## config.mk

```make
export PLATFORM = sky130hd
export DESIGN_NAME = regfile_wb_arbiter
export DESIGN_NICKNAME = d
export VERILOG_FILES = /design/src/rtl/regfile_wb_arbiter.sv
export SDC_FILE = /design/constraint.sdc
export NUM_CORES = 1
export LEC_CHECK = 0
export ABC_AREA = 1
export CAP_MARGIN = 20
export CORE_ASPECT_RATIO = 1.4
export CORE_UTILIZATION = 40
export DETAILED_ROUTE_END_ITERATION = 8
export PLACE_DENSITY = 0.81
export SYNTH_ARGS = -nofsm -noshare
export SYNTH_HDL_FRONTEND = slang
export SYNTH_SLANG_ARGS = --single-unit
```

## constraint.sdc

```tcl
create_clock -name clk -period 1.9 [get_ports clk]
set_clock_uncertainty 0.2 [all_clocks]
set_input_delay 0.475 -clock clk [delete_from_list [all_inputs] [get_ports clk]]
set_output_delay 0.475 -clock clk [all_outputs]
set_load 0.01 [all_outputs]
```

## src/rtl/regfile_wb_arbiter.sv

```systemverilog
// regfile_wb_arbiter
//   Arbitrates two writeback requesters (m0 = ALU, m1 = load) onto the single
//   register-file write port, and runs a sweep that writes zero to registers
//   1..31 on request or after reset.
//
// Ports
//   clk, resetn            clock, synchronous active-low reset
//   clr_req                start a clear sweep (ignored while one is running)
//   m0_valid/addr/data     requester 0 write request, m0_ready accept (comb)
//   m1_valid/addr/data     requester 1 write request, m1_ready accept (comb)
//   we3, a3, wd3           registered register-file write port
//   busy                   clear sweep in progress (comb, state == CLEAR)
//   grant_id               index of the last accepted requester (registered)
module regfile_wb_arbiter #(
  parameter bit CLEAR_ON_RESET = 1'b1
) (
  input  logic        clk,
  input  logic        resetn,
  input  logic        clr_req,
  input  logic        m0_valid,
  input  logic [4:0]  m0_addr,
  input  logic [31:0] m0_data,
  output logic        m0_ready,
  input  logic        m1_valid,
  input  logic [4:0]  m1_addr,
  input  logic [31:0] m1_data,
  output logic        m1_ready,
  output logic        we3,
  output logic [4:0]  a3,
  output logic [31:0] wd3,
  output logic        busy,
  output logic        grant_id
);

  typedef enum logic {IDLE, CLEAR} state_t;

  state_t      state, state_nxt;
  logic [4:0]  cnt, cnt_nxt;
  logic        we_nxt;
  logic [4:0]  a_nxt;
  logic [31:0] d_nxt;
  logic        gid_nxt;
  logic        pick1;

  assign busy = (state == CLEAR);

  always_comb begin
    state_nxt = state;
    cnt_nxt   = cnt;
    we_nxt    = 1'b0;
    a_nxt     = a3;
    d_nxt     = wd3;
    gid_nxt   = grant_id;
    m0_ready  = 1'b0;
    m1_ready  = 1'b0;
    pick1     = 1'b0;
    case (state)
      IDLE: begin
        if (clr_req) begin
          state_nxt = CLEAR;
          cnt_nxt   = 5'd1;
        end else begin
          // On a tie the requester that did not win last time goes next.
          if (m0_valid && m1_valid) pick1 = ~grant_id;
          else                      pick1 = m1_valid;
          m0_ready = m0_valid && !pick1;
          m1_ready = m1_valid && pick1;
          if (m0_ready || m1_ready) begin
            gid_nxt = pick1;
            a_nxt   = pick1 ? m1_addr : m0_addr;
            d_nxt   = pick1 ? m1_data : m0_data;
            // r0 is hardwired zero: accept the transfer but drop the write.
            we_nxt  = ((pick1 ? m1_addr : m0_addr) != 5'd0);
          end
        end
      end
      CLEAR: begin
        we_nxt = 1'b1;
        a_nxt  = cnt;
        d_nxt  = 32'd0;
        // Counter parks at 1 when the sweep ends so it never wraps to 0.
        if (cnt == 5'd31) begin
          state_nxt = IDLE;
          cnt_nxt   = 5'd1;
        end else begin
          cnt_nxt = cnt + 5'd1;
        end
      end
      default: state_nxt = IDLE;
    endcase
  end

  always_ff @(posedge clk) begin
    if (!resetn) begin
      state    <= CLEAR_ON_RESET ? CLEAR : IDLE;
      cnt      <= 5'd1;
      we3      <= 1'b0;
      a3       <= 5'd0;
      wd3      <= 32'd0;
      grant_id <= 1'b1;
    end else begin
      state    <= state_nxt;
      cnt      <= cnt_nxt;
      we3      <= we_nxt;
      a3       <= a_nxt;
      wd3      <= d_nxt;
      grant_id <= gid_nxt;
    end
  end

endmodule

```

==> impl_metrics.yaml <==
outcome:
  status: "completed"
synth:
  synth_warnings: 0
  syn-num-nets: 392
  synth-seq-cells: 45
  synth_area_leaders: "dfxtp_1 38%, nand2_1 11%, o211ai_1 10%, a21oi_2 7.4%, nand2_2 6.4%"
  ys_types: 24
  synth_area_per_cell_um2: 7.59
  netlist.area_leader.share: 0.382
  syn_inst: 311
  synth_area_mm2: 0.00236
  yosysTopAreaCell: "dfxtp_1"
  synth_seq_area_share: 0.382
sta:
  tightest_slew_ps: 400
  worst_slack_ps: 27.5
  period_share: 0.986
  setup_violations: 0
  clock.fmax_ghz: 0.534
  slew_headroom: 0.733
  maxSlewViolCount: 0
  min_period_ps: 1870
  whs_ps: 267
  tns_ps: 0
  rsz0062_at_grt: "true"
  hold_violations: 0
floorplan:
  die_width_um: 66.9
  coreArea_mm2: 0.00561
  dieArea_mm2: 0.00622
  io_pins: 121
  rows: 32
  fp.dieH_um: 92.9
  start_util: 0.421
job:
  maxCapViolCount: 0
routing:
  drt_drc_violations_left: 0
  ant_nets: 0
  vias: 2483
  wl_um: 6420
  dr.pass1.iters: 4
  routedWlPerCell_um: 12.7
  post_drt_via_cell_ratio: 4.91
  drtIter0Drc: 99
pwr:
  powerDensity_mw_per_mm2: 497
  p_switching_mw: 0.475
  finalPower_mw: 1.89
  swShare: 0.252
  p_leak_nw: 1.82
  power.internal_mw: 1.41
  combinationalPowerShare: 0.168
  pwr-share-clk: 0.320
  ir_drop_mv: 0.387
  pwr-share-seq: 0.512
clock_network:
  cts_made_buffers: 5
  clock-root-buffer: "clkbuf_8"
  cts.sinks: 45
  cts_buffer_depth: 2
  h-tree-depth: 2
  clk_latency_ps: 300
  path_clk_slew_ps: 90
  cts_tree: "done"
final_layout:
  syn2layout_area_growth_pct: 60.8
  final_common_cell: "clkdlybuf4s50_1"
  layoutNonFillerInstCount: 506
  utilization: 0.677
  nFillCells: 498
  drive_gt1_frac: 0.180
  antenna_cells: 0
  stdcell_area_mm2: 0.00379
  mostFrequentLayoutCells: "92 x clkdlybuf4s50_1, 72 x nand2_1, 45 x dfxtp_1"
  final_nets: 518
placement:
  port_buffers: 120
  place.gp.congestion: 0.890
  dp_hpwl_um: 4960
  pre_cts_ws_ps: -593
  postPlaceCellArea_mm2: 0.00368
  place_inst: 497
global_routing:
  grt_overflow_total: 0
  grt_pass1_vias: 2413
  grt_pass1_wl_um: 10500
  grt_max_degree: 62
  grt_usage: 0.217
  grt_antenna_before_repair: 0
critical_path:
  path_delay_family: "buffers and inverters"
  worstSetupPathType: "flop to output port"
  crit_arrival_ps: 1200
  critPathMaxStageDelay_ps: 550
  slowest_stage: "clkdlybuf4s50_1"
  worstPathRequired_ps: 1220
  end_kind: "output port"
  path_buf_inv: 1
  cp_max_fo: 2
  start_kind: "flop"
  crit_chain: "clkdlybuf4s50_1"
min_path:
  min_path_type: "flop to flop"
[flip-flops by register name, summed over array words and instances (netlist names)]
register / count
a3: 5
busy: 1
cnt: 5
grant_id: 1
wd3: 32
we3: 1
[power groups by stage]
stage | sequential [mW] | clock (mW) | combinational [mW]
after floorplan | 0.989 | 0 | 0.112
after global routing | 0.969 | 0.656 | 0.349
after detailed placement | 0.988 | 0 | 0.319
after CTS | 0.966 | 0.620 | 0.318
final | 0.967 | 0.604 | 0.316
after global placement | 0.988 | 0 | 0.312
[synthesized netlist by cell type]
master,n
nand2_1,72
dfxtp_1,45
inv_1,39
o211ai_1,32
a21oi_1,24
nand2_2,24
a21oi_2,20
nand3_1,8
buf_2,7
nor2_1,7
o21ai_0,7
buf_6,6
a21boi_0,4
clkbuf_1,4
ha_1,2
inv_2,2
buf_12,1
buf_4,1
buf_8,1
clkinv_1,1
clkinv_4,1
nor2_2,1
nor3_1,1
o21ai_2,1
[area by class of cell]
class | instances | area (um^2) | share of cell area
Multi-Input combinational cell | 203 | 1140 | 0.300
Inverter | 43 | 166 | 0.0439
Tap cell | 68 | 85.1 | 0.0224
Clock buffer | 5 | 68.8 | 0.0181
Sequential cell | 45 | 901 | 0.237
Timing Repair Buffer | 139 | 1410 | 0.372
Clock inverter | 3 | 21.3 | 0.00561
[layer usage]
layer	track usage	part of all wire
met1	0.224	0.39
met3	0.0493	0.068
met5	0	0
met2	0.396	0.51
met4	0.106	0.039
[path summary, 6_finish.rpt]
kind | to | from | depth (start not counted) | slack (ps)
max | wd3[17] | wd3[17]$_SDFFE_PN0P_ | 1 | 30
min | wd3[1]$_SDFFE_PN0P_ | wd3[1]$_SDFFE_PN0P_ | 2 | 270
max reg2reg | cnt[3]$_SDFFE_PN0N_ | cnt[0]$_SDFFE_PN1N_ | 9 | 240
min reg2reg | wd3[1]$_SDFFE_PN0P_ | wd3[1]$_SDFFE_PN0P_ | 2 | 270
[cells by family (layout without fill, tap and decap cells)]
logic type | count (synthesis) | in the layout | share of synthesized area
AND/OR/NAND/NOR | 113 | 113 | 0.211
AO/OA/AOI/OAI | 88 | 88 | 0.258
buffers and inverters | 63 | 190 | 0.138
flip-flops | 45 | 45 | 0.382
adder cells (fa/ha/maj) | 2 | 2 | 0.0106
[repair_timing]
action                     CTS  global route
resized for setup           19            17
buffers inserted             0             1
cloned                       0             0
setup endpoints to repair   42            18
hold buffers                 0             0
pin swaps                    1             2
(Power assumes the default switching activity.)
